`config.mk`:
```
export PLATFORM = sky130hd
export DESIGN_NAME = hilo_div_flat
export DESIGN_NICKNAME = d
export VERILOG_FILES = /design/src/rtl/hilo_div_pkg.sv /design/src/rtl/hilo_div_if.sv /design/src/rtl/hilo_div_step.sv /design/src/rtl/hilo_div.sv /design/src/flat_wrapper.sv
export SDC_FILE = /design/constraint.sdc
export NUM_CORES = 1
export LEC_CHECK = 0
export BUFFER_PORTS_ARGS = -buffer_cell sky130_fd_sc_hd__buf_2
export CAP_MARGIN = 20
export CORE_MARGIN = 4
export CORE_UTILIZATION = 36
export DETAILED_ROUTE_END_ITERATION = 10
export HOLD_SLACK_MARGIN = 0.12
export SKIP_CTS_REPAIR_TIMING = 1
export SYNTH_ARGS = -nofsm -noshare
export SYNTH_HDL_FRONTEND = slang
export SYNTH_HIERARCHICAL = 1
export SYNTH_SLANG_ARGS = --single-unit
```
`constraint.sdc`:
```
create_clock -name clk -period 2.95 [get_ports clk]
set_input_delay 0.4425 -clock clk [delete_from_list [all_inputs] [get_ports clk]]
set_output_delay 0.4425 -clock clk [all_outputs]
set_load 0.02 [all_outputs]
```
`src/rtl/hilo_div_pkg.sv`:
```
// Shared defines for the HI/LO divider: register width, reset level, FSM encodings
// and handshake levels.
package hilo_div_pkg;

  localparam int RegBus = 32;

  localparam logic              RstEnable         = 1'b1;
  localparam logic [RegBus-1:0] ZeroWord          = 32'h0000_0000;
  localparam logic              DivResultReady    = 1'b1;
  localparam logic              DivResultNotReady = 1'b0;
  localparam logic              DivStart          = 1'b1;
  localparam logic              DivStop           = 1'b0;

  typedef enum logic [1:0] {
    DivFree   = 2'b00,
    DivByZero = 2'b01,
    DivOn     = 2'b10,
    DivEnd    = 2'b11
  } div_state_e;

endpackage

```
`src/rtl/hilo_div_if.sv`:
```
// Request/result bundle between the EX decoder (master) and the divider (slave).
interface hilo_div_if;

  logic                              start_i;
  logic                              signed_div_i;
  logic [hilo_div_pkg::RegBus-1:0]   opdata1_i;
  logic [hilo_div_pkg::RegBus-1:0]   opdata2_i;
  logic                              annul_i;
  logic                              ready_o;
  logic                              hilo_we_o;
  logic [hilo_div_pkg::RegBus-1:0]   hi_o;
  logic [hilo_div_pkg::RegBus-1:0]   lo_o;
  logic                              stallreq_o;

  modport master (
    output start_i, signed_div_i, opdata1_i, opdata2_i, annul_i,
    input  ready_o, hilo_we_o, hi_o, lo_o, stallreq_o
  );

  modport slave (
    input  start_i, signed_div_i, opdata1_i, opdata2_i, annul_i,
    output ready_o, hilo_we_o, hi_o, lo_o, stallreq_o
  );

endinterface

```
`src/rtl/hilo_div_step.sv`:
```
// One restoring-division iteration on the 65-bit working register
// (partial remainder in [64:33], remaining dividend / quotient bits below).
module hilo_div_step
  import hilo_div_pkg::*;
(
  input  logic [64:0]       w,
  input  logic [RegBus-1:0] divisor,
  output logic [64:0]       w_next
);

  logic              ge_s;
  logic [RegBus-1:0] rem_s;

  // Trial subtract: the 33-bit minuend is compared in full, but a successful
  // difference is always below the divisor, so its low 32 bits are exact.
  always_comb begin
    ge_s  = (w[64:32] >= {1'b0, divisor});
    rem_s = w[63:32] - divisor;
    if (ge_s) begin
      w_next = {rem_s, w[31:0], 1'b1};
    end else begin
      w_next = {w[63:0], 1'b0};
    end
  end

endmodule

```
`src/rtl/hilo_div.sv`:
```
// Iterative 32-bit divider feeding HI (remainder) and LO (quotient).
// Build option HILO_DIV_SIGNED_EN enables signed DIV; otherwise every divide is unsigned.
module hilo_div
  import hilo_div_pkg::*;
(
  input logic       clk,
  input logic       rst,
  hilo_div_if.slave bus
);

  div_state_e        state_r;
  logic [5:0]        cnt_r;
  logic [64:0]       w_r;
  logic [64:0]       w_next_s;
  logic [RegBus-1:0] divisor_r;
  logic              ready_r;
  logic              we_r;
  logic [RegBus-1:0] hi_r;
  logic [RegBus-1:0] lo_r;
  logic [RegBus-1:0] abs_a_s;
  logic [RegBus-1:0] abs_b_s;
  logic [RegBus-1:0] quot_s;
  logic [RegBus-1:0] rem_s;
  logic              accept_s;
`ifdef HILO_DIV_SIGNED_EN
  logic              neg_q_s;
  logic              neg_r_s;
  logic              neg_q_r;
  logic              neg_r_r;
`endif

  hilo_div_step u_step (
    .w       (w_r),
    .divisor (divisor_r),
    .w_next  (w_next_s)
  );

  // Operand magnitudes and result sign flags, evaluated on the accept cycle
  always_comb begin
    abs_a_s = bus.opdata1_i;
    abs_b_s = bus.opdata2_i;
`ifdef HILO_DIV_SIGNED_EN
    neg_q_s = 1'b0;
    neg_r_s = 1'b0;
    if (bus.signed_div_i) begin
      if (bus.opdata1_i[31]) begin
        abs_a_s = ZeroWord - bus.opdata1_i;
      end else begin
        abs_a_s = bus.opdata1_i;
      end
      if (bus.opdata2_i[31]) begin
        abs_b_s = ZeroWord - bus.opdata2_i;
      end else begin
        abs_b_s = bus.opdata2_i;
      end
      neg_q_s = bus.opdata1_i[31] ^ bus.opdata2_i[31];
      neg_r_s = bus.opdata1_i[31];
    end else begin
      neg_q_s = 1'b0;
      neg_r_s = 1'b0;
    end
`endif
  end

  // Final quotient/remainder taken from the last iteration, with sign fix-up
  always_comb begin
    quot_s = w_next_s[31:0];
    rem_s  = w_next_s[64:33];
`ifdef HILO_DIV_SIGNED_EN
    if (neg_q_r) begin
      quot_s = ZeroWord - w_next_s[31:0];
    end else begin
      quot_s = w_next_s[31:0];
    end
    if (neg_r_r) begin
      rem_s = ZeroWord - w_next_s[64:33];
    end else begin
      rem_s = w_next_s[64:33];
    end
`endif
  end

  assign accept_s = (bus.start_i == DivStart) && !bus.annul_i;

  // Divider FSM, iteration counter, working register and registered results
  always_ff @(posedge clk) begin
    if (rst == RstEnable) begin
      state_r   <= DivFree;
      cnt_r     <= 6'd0;
      w_r       <= 65'd0;
      divisor_r <= ZeroWord;
      ready_r   <= DivResultNotReady;
      we_r      <= 1'b0;
      hi_r      <= ZeroWord;
      lo_r      <= ZeroWord;
`ifdef HILO_DIV_SIGNED_EN
      neg_q_r   <= 1'b0;
      neg_r_r   <= 1'b0;
`endif
    end else begin
      case (state_r)
        DivFree: begin
          ready_r <= DivResultNotReady;
          we_r    <= 1'b0;
          hi_r    <= ZeroWord;
          lo_r    <= ZeroWord;
          if (accept_s) begin
            cnt_r     <= 6'd0;
            w_r       <= {32'd0, abs_a_s, 1'b0};
            divisor_r <= abs_b_s;
`ifdef HILO_DIV_SIGNED_EN
            neg_q_r   <= neg_q_s;
            neg_r_r   <= neg_r_s;
`endif
            if (bus.opdata2_i == ZeroWord) begin
              state_r <= DivByZero;
            end else begin
              state_r <= DivOn;
            end
          end else begin
            state_r <= DivFree;
          end
        end
        DivByZero: begin
          if (bus.annul_i) begin
            state_r <= DivFree;
          end else begin
            state_r <= DivEnd;
            ready_r <= DivResultReady;
            we_r    <= 1'b1;
            hi_r    <= ZeroWord;
            lo_r    <= ZeroWord;
          end
        end
        DivOn: begin
          if (bus.annul_i) begin
            state_r <= DivFree;
          end else begin
            w_r   <= w_next_s;
            cnt_r <= cnt_r + 6'd1;
            // 32nd iteration lands its result directly in the output registers
            if (cnt_r == 6'd31) begin
              state_r <= DivEnd;
              ready_r <= DivResultReady;
              we_r    <= 1'b1;
              hi_r    <= rem_s;
              lo_r    <= quot_s;
            end else begin
              state_r <= DivOn;
            end
          end
        end
        DivEnd: begin
          we_r <= 1'b0;
          if (bus.annul_i || (bus.start_i == DivStop)) begin
            state_r <= DivFree;
            ready_r <= DivResultNotReady;
            hi_r    <= ZeroWord;
            lo_r    <= ZeroWord;
          end else begin
            state_r <= DivEnd;
          end
        end
        default: begin
          state_r <= DivFree;
        end
      endcase
    end
  end

  assign bus.ready_o    = ready_r;
  assign bus.hilo_we_o  = we_r & ~bus.annul_i;
  assign bus.hi_o       = hi_r;
  assign bus.lo_o       = lo_r;
  assign bus.stallreq_o = ((state_r == DivFree) && accept_s) ||
                          (state_r == DivByZero) || (state_r == DivOn);

endmodule

```
`src/flat_wrapper.sv`:
```
// flat-port wrapper written by rule: the top's interface ports become plain ports
module hilo_div_flat import hilo_div_pkg::*;
  (clk, rst, bus_start_i, bus_signed_div_i, bus_opdata1_i, bus_opdata2_i, bus_annul_i, bus_ready_o, bus_hilo_we_o, bus_hi_o, bus_lo_o, bus_stallreq_o);
  hilo_div_if bus_i ();
  input logic clk;
  input logic rst;
  input wire logic [$bits(bus_i.start_i)-1:0] bus_start_i;
  input wire logic [$bits(bus_i.signed_div_i)-1:0] bus_signed_div_i;
  input wire logic [$bits(bus_i.opdata1_i)-1:0] bus_opdata1_i;
  input wire logic [$bits(bus_i.opdata2_i)-1:0] bus_opdata2_i;
  input wire logic [$bits(bus_i.annul_i)-1:0] bus_annul_i;
  output wire logic [$bits(bus_i.ready_o)-1:0] bus_ready_o;
  output wire logic [$bits(bus_i.hilo_we_o)-1:0] bus_hilo_we_o;
  output wire logic [$bits(bus_i.hi_o)-1:0] bus_hi_o;
  output wire logic [$bits(bus_i.lo_o)-1:0] bus_lo_o;
  output wire logic [$bits(bus_i.stallreq_o)-1:0] bus_stallreq_o;
  assign bus_i.start_i = bus_start_i;
  assign bus_i.signed_div_i = bus_signed_div_i;
  assign bus_i.opdata1_i = bus_opdata1_i;
  assign bus_i.opdata2_i = bus_opdata2_i;
  assign bus_i.annul_i = bus_annul_i;
  assign bus_ready_o = bus_i.ready_o;
  assign bus_hilo_we_o = bus_i.hilo_we_o;
  assign bus_hi_o = bus_i.hi_o;
  assign bus_lo_o = bus_i.lo_o;
  assign bus_stallreq_o = bus_i.stallreq_o;
  hilo_div u_core (.clk(clk), .rst(rst), .bus(bus_i));
endmodule
```
# After elaboration in Yosys (flattened, before gate mapping)
# Index checks and enable logic that the tools add are counted.
[op_classes]
n_addsub = 2
magnitude_cmp = 1
eq_ne = 9
n_mux = 28
bitwise = 3
reduce_logical = 14
[ops]
columns = ["op", "count"]
rows = [
  ["32-bit case mux with 4 select lines", 2],
  ["65-bit 2-to-1 mux", 3],
  ["32-bit 2-to-1 mux", 6],
  ["65-bit case mux with 2 select lines", 1],
  ["33-bit by 32-bit >= comparator with 1-bit output", 1],
  ["32-bit zero test", 1],
  ["32-bit subtractor", 1],
  ["6-bit 2-to-1 mux", 2],
  ["6-bit case mux with 2 select lines", 1],
  ["2-bit 2-to-1 mux", 5],
  ["2-bit case mux with 4 select lines", 1],
  ["6-bit by 1-bit adder with 6-bit output, second input constant", 1],
  ["6-bit by 5-bit == test with 1-bit output, second input constant", 1],
  ["2-bit by 1-bit inequality test with 1-bit output, second input constant", 3],
  ["3-bit AND reduction", 2],
  ["1-bit 2-to-1 mux", 5],
  ["2-bit == test, second input constant", 2],
  ["2-bit inequality test, second input constant", 2],
  ["1-bit case mux with 4 select lines", 1],
  ["4-bit AND reduction", 1],
  ["1-bit logical OR", 3],
  ["1-bit case mux with 3 select lines", 1],
  ["2-bit by 1-bit == test with 1-bit output, second input constant", 1],
  ["1-bit logical AND", 2],
  ["7 further kinds", 8],
]
[word_totals]
reg_bits = 171
input_bits = 69
out_inout_bits = 67
word_cells = 65

# Logic depth before layout (Yosys ltp)
[logic_depth]
word_depth = 5
depth_mapped = 16
depth_no_buf = 13

# Modules after synthesis
# The synthesis kept the hierarchy.
[by_module_without_submodules]
columns = ["mod", "instances", "cells_each", "area_each_um2", "seq_area_each_um2"]
rows = [
  ["hilo_div", 1, 791, 6618.8, 3423.3],
  ["hilo_div_step", 1, 356, 2578.7, 0.0],
]

# Worst setup path before layout
# OpenSTA, ideal clock, no wires.
[synth_path]
path_type = "reg2reg"
from = "register u_core.divisor_r[7]"
to = "register u_core.hi_r[25], in the netlist u_core/bus.hi_o[25]"
setup_ns = 0.132
arrival_ns = 2.840
required_time_ns = 2.818
slack_ns = -0.022
path_stages_with_launch = 16
n_path_buf = 2
synth_period_minus_slack_ns = 2.972
path_cell_list = "dfxtp_1 -> inv_1 -> ha_1 -> a21oi_2 -> a211oi_1 -> or3_4 -> nor4b_4 -> o21ai_2 -> a31oi_4 -> o21a_4 -> inv_2 -> buf_6 -> buf_12 -> mux2_4 -> nand3_1 -> a21oi_1"
[synth_between]
elab_chain_len = 5
elab_cells_between_ends = 6
classes_between = "add/sub (1); order compare (1); mux (4)"
[synth_lines]
columns = ["element", "line", "rtl"]
rows = [
  ["start, declared", "hilo_div.sv:15", "logic [RegBus-1:0] divisor_r;"],
  ["start signal, assigned", "hilo_div.sv:91", "divisor_r <= ZeroWord;"],
  ["start signal, assigned", "hilo_div.sv:110", "divisor_r <= abs_b_s;"],
  ["33-bit by 32-bit >= comparator with 1-bit output", "hilo_div_step.sv:17", "ge_s = (w[64:32] >= {1'b0, divisor});"],
  ["net u_core.u_step.ge_s", "hilo_div_step.sv:11", "logic ge_s;"],
  ["65-bit 2-to-1 mux", "hilo_div_step.sv:19", "if (ge_s) begin"],
  ["net u_core.w_next_s[58]", "hilo_div.sv:14", "logic [64:0] w_next_s;"],
  ["32-bit 2-to-1 mux", "hilo_div.sv:142", "if (cnt_r == 6'd31) begin"],
  ["32-bit 2-to-1 mux", "hilo_div.sv:136", "if (bus.annul_i) begin"],
  ["32-bit case mux with 4 select lines", "hilo_div.sv:101", "case (state_r)"],
  ["end signal, assigned", "hilo_div.sv:105", "hi_r <= ZeroWord;"],
  ["end signal, assigned", "hilo_div.sv:131", "hi_r <= ZeroWord;"],
  ["end signal, assigned", "hilo_div.sv:146", "hi_r <= rem_s;"],
  ["end, declared", "hilo_div.sv:18", "logic [RegBus-1:0] hi_r;"],
]
# The timed path passes the listed nets, and every way through them passes these cells. The select of a mux whose other input is x is not followed.
# A chain may end at the register's enable or synchronous reset.

# Worst setup path in the final report
[layout_path]
from = "register u_core.divisor_r[7]"
to = "register u_core.hi_r[31], in the netlist u_core/bus.hi_o[31]"
[layout_between]
elab_chain_len = 5
elab_cells_between_ends = 6
classes_between = "add/sub (1); order compare (1); mux (4)"
[layout_lines]
columns = ["element", "line"]
rows = [
  ["32-bit subtractor or 33-bit by 32-bit >= comparator with 1-bit output (tied branches)", "hilo_div_step.sv:18, hilo_div_step.sv:17"],
  ["65-bit 2-to-1 mux *", "hilo_div_step.sv:19"],
  ["net u_core.w_next_s[64]", "hilo_div.sv:14"],
  ["32-bit 2-to-1 mux *", "hilo_div.sv:142"],
  ["32-bit 2-to-1 mux *", "hilo_div.sv:136"],
  ["32-bit case mux with 4 select lines *", "hilo_div.sv:101"],
]
# The timed path passes the listed nets; every way through them passes the cells marked *. The select of a mux whose other input is x is not followed.

==> impl_metrics.toml <==
[run_status]
status = "finished, violations left"
violations = "setup timing"

[timing]
slew_violations = 0
finalClockSkew_ps = 15.3
hold_viol = 0
setup_slack_ps = -56.7
hold-worst-slack_ps = 262
worst_pin_slew_ps = 1100
finalSetupTns_ps = -626
max-slew-margin-rel_pct = 26.6
final-setup-viol-count = 36
finalCritPeriodShare_pct = 102
fmax_ghz = 0.333
period_needed_ps = 3010
rsz0062_at_grt = "true"

[power]
p_leak_nw = 4.50
p_clk_share_pct = 40.5
power_switching_mw = 1.74
p_int_mw = 4.23
combPwrFrac_pct = 19.4
ir_drop_mv = 0.365
power.density_nw_per_um2 = 531
seq_power_share_pct = 40.1
switching_share_pct = 29.2

[worst_setup_path]
crit_chain = "inv_2 -> ha_4 -> a21oi_4 -> a211oi_2 -> or3_4 -> nor4b_4 -> and2b_1 -> a31o_2 -> and3_1 -> o41ai_2 -> buf_4 -> nand3_1 -> a21oi_2"
cp.arrival_ps = 3360
slowest_delay_ps = 400
crit_type = "reg2reg"
critPathMaxFanout = 4
cp-end-kind = "flop"
crit_buf_inv = 2
slowest_stage = "nor4b_4"
path_delay_family = "simple AND/OR/NAND/NOR gates"
worstPathRequired_ps = 3310
startpoint_type = "flop"

[die]
die_width_um = 168
start_util_pct = 36.5
die_h_um = 168
die_area_um2 = 28200
coreArea_um2 = 25200
ioPinCount = 136
rows = 58

[drt]
post_drt_wl_per_cell_um = 16.6
vias = 8475
viasPerCell = 5.29
postRouteAntennaNets = 0
drt-initial-drc-count = 578
route.final.wire_length_mm = 26.6
drtPass1Iterations = 7
route.detailed.drc = 0

[global_routing]
grt_pass1_vias = 8227
grt_max_degree = 99
grt_pass1_wl_mm = 42.4
grt_overflow = 0
antenna_found_initial = 5
track_usage_pct = 18.1

[layout]
area_growth_syn_to_layout_pct = 22.4
final_util_pct = 44.7
nets = 1363
drive_above_1_share_pct = 27.1

[synthesis]
synth_top_flop_cell = "dfxtp_1"
yosysTopAreaCell = "dfxtp_1"
syn_nets = 1255
syn_area_um2 = 9200
synth_top_area_share_pct = 37.2
synthArstFlopShare_pct = 0
synthMostInstantiatedCell = "dfxtp_1"
synth_top_cells_by_area = "dfxtp_1, a21oi_1, nand3_1"
yosys.cell_types.count = 63
syn-instance-count = 1147
syn_area_per_cell_um2 = 8.02
seq_area_frac_synth_pct = 37.2
synth_seq_cells = 171
synth-edff-count = 0
ys_warn_count = 6
netlist_top_cells_count = "dfxtp_1, a21oi_1, nand2_1"

[clocking]
htreeDepth = 4
clkTransAtPathRegs_ps = 70
cts_root_buf = "clkbuf_16"
cts_sinks = 171
cts_buffer_depth = 2
cts_made_buffers = 17
insertion_delay_ps = 440
cts_tree = "yes"

[place]
pre_cts_ws_ps = -143
dpl.hpwl_mm = 18.1
io_buffers = 134
gp_congestion = 0.859

[job]
timing.max_cap.violations = 0

[min_path]
hp-class = "in2reg"
[logic make-up after synthesis]
| kind of cell | Yosys count | share of synthesized area (%) |
|---|---|---|
| DFF | 171 | 37.2 |
| adders and majority gates | 39 | 5.39 |
| buffers and inverters | 165 | 8.64 |
| and+or+nand+nor | 371 | 18.8 |
| AOI/OAI and AO/OA | 316 | 20.4 |
| muxes | 55 | 6.75 |
| xor gates and xnor gates | 30 | 2.86 |
[placed cells by master (no fill, tap or decap), drive strengths merged, types with 4 or more instances in the layout]
cell type / Yosys / layout
nor3: 8 / 8
nor2: 55 / 55
mux2i: 26 / 26
a211oi: 24 / 24
dfxtp: 171 / 171
nand2: 138 / 138
nand4: 11 / 11
a31oi: 17 / 17
ha: 38 / 38
o21ai: 70 / 70
o21a: 6 / 6
buf: 57 / 207
xnor2: 22 / 22
o21bai: 4 / 4
nor4: 13 / 13
nor2b: 8 / 8
a21oi: 150 / 150
xor2: 8 / 8
nand3: 119 / 119
a22o: 12 / 12
clkbuf: 62 / 19
and3: 4 / 4
inv: 46 / 55
a21o: 10 / 10
mux2: 29 / 29
[routing by layer]
layer / share of wire (%) / vias up / track usage (%)
li1: - / 4235 / -
met1: 46 / 3965 / 24.9
met2: 45 / 237 / 28.5
met3: 7.6 / 32 / 5.10
met4: 1.5 / 6 / 3.88
met5: 0.10 / - / 0
[layout make-up]
type                       count  area, um2
timing repair buffer         208       1310
antenna                        3       7.51
clock buffer                  18        439
inverter                      46        180
tap                          330        413
sequential                   171       3440
fill                        2539      13900
multi-input combinational    811       5280
clock inverter                14        191
[worst reg2reg max path: stages (launching register included)]
cell      delay [ps]
dfxtp_2          340
inv_2             50
ha_4             230
a21oi_4          160
a211oi_2          80
or3_4            390
nor4b_4          400
and2b_1          240
a31o_2           220
and3_1           170
o41ai_2          220
buf_4            170
nand3_1           90
a21oi_2          180
[power by group through the flow]
stage | Clock [mW] | Sequential [mW] | Combinational [mW]
global route | 2.57 | 2.40 | 1.25
global placement | 0 | 2.45 | 1.03
CTS | 2.47 | 2.39 | 1.04
detailed placement | 0 | 2.45 | 1.03
floorplan | 0 | 2.43 | 0.746
finish | 2.42 | 2.40 | 1.16
[metrics by stage]
stage	power, mW	std cells	instance area [um2]
2_1_floorplan	3.18	1147	9200
3_5_place_dp	3.48	1560	10200
6_report	5.98	1601	11300
4_1_cts	5.90	1592	10900
5_1_grt	6.23	1600	11300
3_3_place_gp	3.48	1560	10200
[state kept, by name (all words and copies together), names as in the netlist]
| name | flops |
|---|---|
| u_core/bus.ready_o | 1 |
| u_core/divisor_r | 32 |
| u_core/bus.lo_o | 32 |
| u_core/w_r | 65 |
| u_core/bus.hi_o | 32 |
| u_core/state_r | 2 |
| u_core/cnt_r | 6 |
| u_core/we_r | 1 |
[final timing paths]
path / from / end / slack [ps] / cells after the start
setup / recovery: u_core/divisor_r[7]$_SDFFE_PP0P_ / u_core/bus.hi_o[31]$_SDFFE_PP0P_ / -60 / 13
hold / removal: bus_opdata2_i[4] / u_core/divisor_r[4]$_SDFFE_PP0P_ / 260 / 3
setup reg to reg: u_core/divisor_r[7]$_SDFFE_PP0P_ / u_core/bus.hi_o[31]$_SDFFE_PP0P_ / -60 / 13
hold reg to reg: u_core/divisor_r[2]$_SDFFE_PP0P_ / u_core/divisor_r[2]$_SDFFE_PP0P_ / 460 / 2
Note: power is estimated with default switching activity, not from simulation.
